[config.mk]
export PLATFORM = sky130hd
export DESIGN_NAME = alu_serial_seq
export DESIGN_NICKNAME = d
export VERILOG_FILES = /design/src/rtl/alu_serial_seq.sv
export SDC_FILE = /design/constraint.sdc
export NUM_CORES = 1
export LEC_CHECK = 0
export CORE_ASPECT_RATIO = 1.5
export CORE_MARGIN = 2
export CORE_UTILIZATION = 55
export DETAILED_ROUTE_END_ITERATION = 8
export MAX_ROUTING_LAYER = met4
export PLACE_DENSITY = 0.91
export SLEW_MARGIN = 20
export SYNTH_ARGS = -nofsm -noshare
export SYNTH_HDL_FRONTEND = slang
export SYNTH_SLANG_ARGS = --single-unit
[constraint.sdc]
create_clock -name clk -period 6.8 [get_ports clk]
set_input_delay 1.36 -clock clk [delete_from_list [all_inputs] [get_ports clk]]
set_output_delay 1.36 -clock clk [all_outputs]
set_load 0.005 [all_outputs]
[src/rtl/alu_serial_seq.sv]
// alu_serial_seq: digit-serial NOR/XOR/ADD/SUB ALU with valid/ready handshakes and accumulate.
// WIDTH/DIGIT cycles per result, least significant digit first.
module alu_serial_seq #(
  parameter int WIDTH = 64,
  parameter int DIGIT = 8
) (
  input  logic             clk,
  input  logic             rst_n,
  input  logic             in_valid,
  output logic             in_ready,
  input  logic [WIDTH-1:0] a,
  input  logic [WIDTH-1:0] b,
  input  logic             cin,
  input  logic [1:0]       op,
  input  logic             acc_sel,
  output logic             out_valid,
  input  logic             out_ready,
  output logic [WIDTH-1:0] s,
  output logic             cout
);
  localparam int N  = WIDTH / DIGIT;
  localparam int CW = $clog2(N + 1);

  typedef enum logic [1:0] {IDLE, RUN, DONE} state_t;

  state_t           state_q, state_d;
  logic [WIDTH-1:0] a_q, a_d, b_q, b_d, res_q, res_d, s_q, s_d;
  logic [1:0]       op_q, op_d;
  logic             carry_q, carry_d, cout_q, cout_d;
  logic [CW-1:0]    cnt_q, cnt_d;
  logic [DIGIT-1:0] da, db, dig;
  logic [DIGIT:0]   sum;
  logic [WIDTH+DIGIT-1:0] cat;
  logic             accept;

  assign in_ready  = state_q == IDLE || (state_q == DONE && out_ready);
  assign accept    = in_valid && in_ready;
  assign out_valid = state_q == DONE;
  assign s         = s_q;
  assign cout      = cout_q;

  // SUB is a + ~b + 1; the +1 arrives through the carry seeded at accept.
  assign da  = a_q[DIGIT-1:0];
  assign db  = op_q == 2'b11 ? ~b_q[DIGIT-1:0] : b_q[DIGIT-1:0];
  assign sum = {1'b0, da} + {1'b0, db} + {{DIGIT{1'b0}}, carry_q};
  assign dig = op_q[1] ? sum[DIGIT-1:0] : (op_q[0] ? da ^ db : ~(da | db));
  assign cat = {dig, res_q};

  always_comb begin
    state_d = state_q;
    a_d     = a_q;
    b_d     = b_q;
    op_d    = op_q;
    carry_d = carry_q;
    cnt_d   = cnt_q;
    res_d   = res_q;
    s_d     = s_q;
    cout_d  = cout_q;
    if (accept) begin
      a_d     = acc_sel ? s_q : a;
      b_d     = b;
      op_d    = op;
      carry_d = op == 2'b10 ? cin : op == 2'b11;
      cnt_d   = '0;
      state_d = RUN;
    end else if (state_q == DONE && out_ready) begin
      state_d = IDLE;
    end
    if (state_q == RUN) begin
      a_d     = a_q >> DIGIT;
      b_d     = b_q >> DIGIT;
      carry_d = op_q[1] & sum[DIGIT];
      res_d   = cat[WIDTH+DIGIT-1:DIGIT];
      cnt_d   = cnt_q + CW'(1);
      if (cnt_q == CW'(N - 1)) begin
        s_d     = cat[WIDTH+DIGIT-1:DIGIT];
        cout_d  = op_q[1] & sum[DIGIT];
        state_d = DONE;
      end
    end
  end

  always_ff @(posedge clk or negedge rst_n) begin
    if (!rst_n) begin
      state_q <= IDLE;
      a_q     <= '0;
      b_q     <= '0;
      op_q    <= '0;
      carry_q <= 1'b0;
      cnt_q   <= '0;
      res_q   <= '0;
      s_q     <= '0;
      cout_q  <= 1'b0;
    end else begin
      state_q <= state_d;
      a_q     <= a_d;
      b_q     <= b_d;
      op_q    <= op_d;
      carry_q <= carry_d;
      cnt_q   <= cnt_d;
      res_q   <= res_d;
      s_q     <= s_d;
      cout_q  <= cout_d;
    end
  end
endmodule

==> flow_summary.ini, run 1 <==
[placement]
dp_hpwl_mm = 20.7
port_buffers = 202
gp_congestion = 0.851
place_area_sq_um = 14000
dp_slack_ps = 2770
dp.cells = 1776

[sta]
finalCriticalPeriod_ps = 4040
setup_violations = 0
fmax_mhz = 248
slew_headroom_pct = 32.7
maxSlewViolCount = 0
hold_viol = 0
rsz0062_at_grt = no
hold-worst-slack_ps = 476
fin_worst_skew_ps = 7.34
finalCritPeriodShare_pct = 59.4
layout_setup_ws_ps = 2760
worst_pin_slew_ps = 1010
finalSetupTns_ps = 0

[clock_tree]
holdBufCountCts = 0
cts_made_buffers = 24
cts_setup_buffers = 0
cts_tree = built
cts.htree.levels = 1
clk_latency_ps = 510
clockBufferDepth = 3
root_buffer = clkbuf_16
clkTransAtPathRegs_ps = 60
cts_resized = 0
clkSinkCount = 258

[floorplan]
boundaryPins = 203
dieHeight_um = 184
rows = 66
die_w_um = 124
start_util_pct = 55.5
die_area_sq_um = 22900
design.core.area_sq_um = 21500

[worst_setup_path]
end_kind = output pin
cp_slowest_cell = clkdlybuf4s50_1
crit_chain = clkdlybuf4s50_1 > inv_1 > a21oi_1 > clkdlybuf4s50_1
cp_common_cell = clkdlybuf4s50_1
critical_path_buf_inv_count = 3
crit_path_start_kind = primary input
cp_top_family = buffers and inverters
path_max_fanout = 3
critPathMaxStageDelay_ps = 560
required_ps = 5440
arrival_ps = 2680
crit_type = in2out

[power]
p_leak_nw = 6.94
power_density_nw_per_um2 = 442
max-vdd-ir-drop_uv = 230
power_mw = 6.51

[routing]
wl_per_cell_um = 17.4
ant_nets = 0
firstDrtPassIters = 5
via_per_inst = 5.64
vias = 10300
drt_wl_total_mm = 31.6
drc = 0
drt_iter0_drc = 967

[synthesis]
syn_area_per_cell_sq_um = 8.60
syn_inst = 1386
synth_warnings = 0
ys_ff_latch = 258
synthesis.area_sq_um = 11900
ys_types = 33
seq_area_frac_synth_pct = 54.1
syn_nets = 1540

[run]
max_cap_viol_count = 0

[grt]
antenna_found_initial = 0
grt_pass1_wl_mm = 50.5
grt_max_degree = 199
gr-usage-all-layers_pct = 28.0
gr-total-overflow = 0
first_global_vias = 9900

[final_layout]
instances_no_fill = 1818
layout-drive-gt1-share_pct = 3.62
n_antenna_cell = 0
final_area_sq_um = 14800
area_growth_pct = 23.7
layout.nets = 1684
utilization_pct = 68.7

[status]
status = finished, final reports clean

[min_path]
hp-class = reg2reg
final cells by class:
type / instances / area, sq um
Inverter: 20 / 75.1
Timing Repair Buffer: 210 / 2110
Tap cell: 272 / 340
Clock buffer: 37 / 731
Sequential cell: 258 / 6460
Clock inverter: 5 / 52.6
Multi-Input combinational cell: 1016 / 4990
Fill cell: 1603 / 6720
synthesized netlist by cell type (all sizes together):
cell type  count  share of area, %
o21a           2              0.13
nor3           2             0.084
and2b          1             0.084
o211a          1             0.084
nand4          1             0.052
nor2          77               2.4
mux2i         70               5.9
a21oi         20              0.84
mux2           3              0.28
inv           20              0.63
nand2        585                18
a31oi         63               3.3
dfrtp        258                54
or3            3              0.16
nand2b         1             0.052
clkbuf        38               1.2
o211ai         1             0.063
o21ai        136               5.7
o31ai          1             0.063
nor2b          4              0.21
or2            1             0.052
nand3          3              0.17
xnor2         11              0.81
ha            16               1.7
and3           1             0.052
a211oi        11              0.80
fa             2              0.34
buf           54               2.3
worst paths after layout:
check,from,cells past startpoint,slack (ps),to
min in group asynchronous,rst_n,1,850,a_q[41]
worst min register to register,res_q[9],2,480,s[1]
worst min-delay path,res_q[9],2,480,s[1]
worst max-delay path,out_ready,4,2760,in_ready
max in group asynchronous,rst_n,2,4620,b_q[63]
worst max register to register,op_q[1],10,3430,res_q[60]
logic make-up (layout without fill, tap and decap cells):
family / after synthesis / count (layout) / synth area share [%]
XOR/XNOR: 11 / 11 / 0.808
AO/OA/AOI/OAI: 235 / 235 / 11.0
AND/OR/NAND/NOR: 679 / 679 / 21.8
flip-flops: 258 / 258 / 54.1
adder cells (fa/ha/maj): 18 / 18 / 2.01
buffers and inverters: 112 / 272 / 4.14
multiplexers: 73 / 73 / 6.16
layout by cell type (no fill, tap or decap), types with 2 or more instances in the layout:
cell type,count
nor2_1,77
or3_1,3
a211oi_1,10
ha_1,16
fa_1,2
clkbuf_16,25
mux2i_1,70
xnor2_1,11
o21ai_0,135
clkinv_2,3
nand3_1,2
o21a_1,2
buf_4,7
a21oi_1,20
nand2_1,584
buf_12,2
clkbuf_1,6
clkbuf_8,6
clkdlybuf4s50_1,200
a31oi_1,63
nor2b_1,4
dfrtp_1,258
inv_1,20
mux2_2,3
nor3_1,2
per-layer routing:
layer / global-route usage [%] / vias to the layer above / share of wire [%]
met2: 46.9 / 434 / 51
met1: 33.3 / 4923 / 38
li1: - / 4790 / -
met4: 13.9 / 0 / 5.4
met3: 3.86 / 107 / 5.7
met5: - / - / 0
flip-flops by register name (all words and copies together) (netlist names):
signal / count
s: 64
b_q: 64
carry_q: 1
res_q: 56
state_q: 2
cnt_q: 4
op_q: 2
cout: 1
a_q: 64
worst min-delay path, delay by kind of cell, from the launching register on:
| family | cells | cell delay, ps |
|---|---|---|
| flip-flops | 1 | 350 |
| AND/OR/NAND/NOR | 2 | 100 |
report_power, final:
group | internal (mW) | leakage [nW] | switching (mW)
logic | 1.05 | 3.27 | 1.41
clock network | 0.775 | 0.384 | 0.567
registers | 2.16 | 3.29 | 0.544
total | 3.99 | 6.94 | 2.52
Power figures use the tool's default switching activity.
==> run 2: changes to the inputs <==
--- a/config.mk
+++ b/config.mk
@@ -7,10 +7,10 @@
 export LEC_CHECK = 0
 export CORE_ASPECT_RATIO = 1.5
 export CORE_MARGIN = 2
-export CORE_UTILIZATION = 55
+export CORE_UTILIZATION = 48
 export DETAILED_ROUTE_END_ITERATION = 8
 export MAX_ROUTING_LAYER = met4
-export PLACE_DENSITY = 0.91
+export PLACE_DENSITY = 0.85
 export SLEW_MARGIN = 20
 export SYNTH_ARGS = -nofsm -noshare
 export SYNTH_HDL_FRONTEND = slang
==> constraint.sdc (replaced) <==
create_clock -name clk -period 3.7 [get_ports clk]
set_input_delay 0.74 -clock clk [delete_from_list [all_inputs] [get_ports clk]]
set_output_delay 0.74 -clock clk [all_outputs]
set_load 0.005 [all_outputs]
==> flow_summary.ini, run 2 (synthesis gave the netlist of run 1 again) <==
[status]
status = finished, final reports clean

[power]
max-vdd-ir-drop_uv = 510
intPower_mw = 7.54
power_density_nw_per_um2 = 813
switchingPower_mw = 4.66
p_leak_nw = 7.02
clockPowerShare_pct = 21.9
swShare_pct = 38.2
power_frac_comb_pct = 37.5
p_seq_share_pct = 40.6

[routing]
drt_wl_total_mm = 31.6
firstDrtPassIters = 5
wl_per_cell_um = 16.8
via_per_inst = 5.34
drc = 0
vias = 10000
drt_iter0_drc = 724
ant_nets = 0

[clock_tree]
clk_latency_ps = 530
clkSinkCount = 258
clockBufferDepth = 3
cts_resized = 0
cts_made_buffers = 24
clkTransAtPathRegs_ps = 70
cts_tree = built
holdBufCountCts = 0
cts.htree.levels = 1
root_buffer = clkbuf_16
cts_setup_buffers = 0

[placement]
dp_hpwl_mm = 21.6
port_buffers = 202
gp_congestion = 0.835
dp.cells = 1835

[floorplan]
die_area_sq_um = 26100
start_util_pct = 48.8
design.core.area_sq_um = 24400
boundaryPins = 203
die_w_um = 133
rows = 70
dieHeight_um = 197

[sta]
fmax_mhz = 332
worst_pin_slew_ps = 947
finalCritPeriodShare_pct = 81.4
finalCriticalPeriod_ps = 3010
slew_headroom_pct = 36.9
finalSetupTns_ps = 0
fin_worst_skew_ps = 17.8
hold_viol = 0
setup_violations = 0
hold-worst-slack_ps = 224
maxSlewViolCount = 0
rsz0062_at_grt = no

[worst_setup_path]
cp_top_family = flip-flops
path_max_fanout = 21
required_ps = 4090
crit_type = reg2reg
critPathMaxStageDelay_ps = 740
critical_path_buf_inv_count = 1
cp_common_cell = fa_1
end_kind = register
crit_chain = nand2_1 > xnor2_1 > fa_1 > inv_1 > fa_1 > nor2b_1 > o21a_1 > or3_1 > a31oi_1 > o21ai_0
crit_path_start_kind = register
arrival_ps = 3400
cp_slowest_cell = dfrtp_1

[grt]
grt_busiest_layer = met2
grt_pass1_wl_mm = 50.7
first_global_vias = 9829
gr-usage-all-layers_pct = 24.8
grt.met1_usage_pct = 30.4
grt_use_met3_pct = 2.90
grt_max_degree = 162
gr-total-overflow = 0
use_met2_pct = 42.1
antenna_found_initial = 0

[final_layout]
final_common_cell = nand2_1
layout.nets = 1691
layout_common_cells = nand2_1, dfrtp_1, clkdlybuf4s50_1
layout-drive-gt1-share_pct = 4.50
fill_cells = 1973
area_growth_pct = 25.9
instances_no_fill = 1879
n_antenna_cell = 0

[run]
max_cap_viol_count = 0

[min_path]
hp-class = in2async
-- run 2: area by class of cell --
class / instances / area [sq um] / share of cell area, %
Sequential cell: 258 / 6460 / 43.0
Multi-Input combinational cell: 1016 / 4990 / 33.2
Timing Repair Buffer: 217 / 2220 / 14.8
Clock buffer: 29 / 671 / 4.47
Tap cell: 324 / 405 / 2.70
Clock inverter: 15 / 190 / 1.27
Inverter: 20 / 75.1 / 0.500
-- run 2: metrics by stage --
stage / setup slack (ps) / power (mW) / instance area, sq um / utilization, %
floorplan: 1050 / 7.66 / 11900 / -
global placement: 789 / 9.32 / 14100 / 57.9
detailed placement: 710 / 9.54 / 14100 / 57.9
CTS: 679 / 12.3 / 15000 / 61.4
global route: 479 / 13.1 / 15000 / 61.4
finish: 688 / 12.2 / 15000 / 61.4
-- run 2: per-layer routing --
layer | up-vias | routed length, um | part of all wire, %
met4 | 0 | 1330 | 4.2
li1 | 4804 | - | -
met1 | 4808 | 12300 | 39
met5 | - | 0 | 0
met2 | 340 | 16300 | 51
met3 | 74 | 1690 | 5.4
-- run 2: final timing paths --
kind / startpoint / to / slack [ps] / depth (start not counted)
setup / recovery: op_q[1] / res_q[60] / 690 / 10
min in group clk: res_q[12] / s[4] / 470 / 2
max in group asynchronous: rst_n / b_q[59] / 2590 / 2
hold reg to reg: res_q[12] / s[4] / 470 / 2
hold / removal: rst_n / s[39] / 220 / 1
setup reg to reg: op_q[1] / res_q[60] / 690 / 10
-- run 2: power by group through the flow --
stage               clock network [mW]  logic (mW)  registers [mW]
detailed placement                   0        4.56            4.98
global placement                     0        4.38            4.94
finish                            2.68        4.57            4.95
global route                      2.83        5.17            5.08
CTS                               2.71        4.61            4.95
floorplan                            0        3.06            4.61
==> run 3: changes to the inputs <==
--- a/config.mk
+++ b/config.mk
@@ -7,10 +7,10 @@
 export LEC_CHECK = 0
 export CORE_ASPECT_RATIO = 1.5
 export CORE_MARGIN = 2
-export CORE_UTILIZATION = 48
+export CORE_UTILIZATION = 53
 export DETAILED_ROUTE_END_ITERATION = 8
 export MAX_ROUTING_LAYER = met4
-export PLACE_DENSITY = 0.85
+export PLACE_DENSITY = 0.89
 export SLEW_MARGIN = 20
 export SYNTH_ARGS = -nofsm -noshare
 export SYNTH_HDL_FRONTEND = slang
==> constraint.sdc (replaced) <==
create_clock -name clk -period 3.1 [get_ports clk]
set_input_delay 0.62 -clock clk [delete_from_list [all_inputs] [get_ports clk]]
set_output_delay 0.62 -clock clk [all_outputs]
set_load 0.005 [all_outputs]
==> flow_summary.ini, run 3 (synthesis gave the netlist of run 1 again) <==
[routing]
firstDrtPassIters = 5
drt_iter0_drc = 738
drt_wl_total_mm = 31.6
wl_per_cell_um = 17.2
vias = 10200
via_per_inst = 5.58
ant_nets = 0
drc = 0

[sta]
hold_viol = 0
fmax_mhz = 385
slew_headroom_pct = 43.0
finalSetupTns_ps = 0
maxSlewViolCount = 0
worst_pin_slew_ps = 856
rsz0062_at_grt = no
finalCriticalPeriod_ps = 2600
setup_violations = 0
fin_worst_skew_ps = 13.8
finalCritPeriodShare_pct = 83.8

[floorplan]
start_util_pct = 53.7
rows = 67
die_area_sq_um = 23700
boundaryPins = 203
die_w_um = 126
design.core.area_sq_um = 22200
dieHeight_um = 188

[grt]
gr-usage-all-layers_pct = 27.7
gr-total-overflow = 0
grt_pass1_wl_mm = 52.0
first_global_vias = 10200
grt_max_degree = 94
antenna_found_initial = 0

[clock_tree]
cts_tree = built
cts_made_buffers = 24
clk_latency_ps = 520
cts.htree.levels = 1
clockBufferDepth = 3
cts_resized = 0
cts_setup_buffers = 0
clkSinkCount = 258
clkTransAtPathRegs_ps = 60
root_buffer = clkbuf_16
holdBufCountCts = 0

[placement]
place_area_sq_um = 14100
dp_hpwl_mm = 21.6
gp_congestion = 0.860
dp.cells = 1791
port_buffers = 202

[final_layout]
layout_common_cells = nand2_1, dfrtp_1, clkdlybuf4s50_1
instances_no_fill = 1835
layout.nets = 1695
n_antenna_cell = 0
layout-drive-gt1-share_pct = 4.49
final_area_sq_um = 14900
area_growth_pct = 25.3
final_common_cell = nand2_1

[power]
max-vdd-ir-drop_uv = 530
power_density_nw_per_um2 = 966
p_leak_nw = 7.04

[worst_setup_path]
required_ps = 2480
crit_path_start_kind = primary input
end_kind = output pin
critPathMaxStageDelay_ps = 550
crit_chain = clkdlybuf4s50_1 > inv_1 > a21oi_1 > clkdlybuf4s50_1
path_max_fanout = 3
cp_common_cell = clkdlybuf4s50_1
cp_slowest_cell = clkdlybuf4s50_1
arrival_ps = 1980
crit_type = in2out

[status]
status = finished, final reports clean

[run]
max_cap_viol_count = 0

[min_path]
hp-class = in2async
[run 3: cell count changes in the layout (fill, tap and decap cells not counted)]
cell        previous run  this run
buf_12                 7         9
buf_4                  9        11
clkinvlp_4             6         1
bufinv_16              4         2
clkinv_2               5         7
clkbuf_8               3         4
clkbuf_1               1         5
[run 3: path summary, 6_finish.rpt]
path / from / endpoint / slack [ps] / depth (start not counted)
worst min register to register: res_q[10] / s[2] / 480 / 2
worst max register to register: op_q[1] / s[60] / 540 / 10
min in group clk: res_q[10] / s[2] / 480 / 2
worst max-delay path: out_ready / in_ready / 500 / 4
worst min-delay path: rst_n / a_q[43] / 100 / 1
max in group asynchronous: rst_n / b_q[57] / 2180 / 2
[run 3: per-stage QoR]
stage / hold WS, ps / worst slack, ps / power (mW) / util (%)
after floorplan: 324 / 446 / 9.15 / -
final: 95.3 / 503 / 14.4 / 67.3
after CTS: 122 / 498 / 14.5 / 67.3
after global routing: 153 / 311 / 15.5 / 67.3
after global placement: 452 / 561 / 11.1 / 63.7
after detailed placement: 461 / 507 / 11.4 / 63.7
[run 3: worst max-delay path, delay by kind of cell]
kind	cells	cell delay, ps
buffers and inverters	3	1110
AO/OA/AOI/OAI	1	250
[run 3: cell type report]
| type | instances | area [sq um] |
|---|---|---|
| Clock inverter | 10 | 103 |
| Fill cell | 1673 | 7270 |
| Clock buffer | 34 | 699 |
| Multi-Input combinational cell | 1016 | 4990 |
| Sequential cell | 258 | 6460 |
| Tap cell | 276 | 345 |
| Timing Repair Buffer | 221 | 2280 |
| Inverter | 20 | 75.1 |
[run 3: power breakdown]
group | leakage [nW] | internal [mW] | switching, mW
Sequential | 3.29 | 4.74 | 1.15
Combinational | 3.35 | 2.40 | 3.15
Clock | 0.399 | 1.74 | 1.26
[run 3: per-layer routing]
metal  global-route usage (%)  up-vias  wire length, um
met3                     3.02      104             1780
met2                     45.8      422            16100
met4                     12.6        0             1690
met5                        -        -                0
li1                         -     4822                -
met1                     34.1     4886            12100
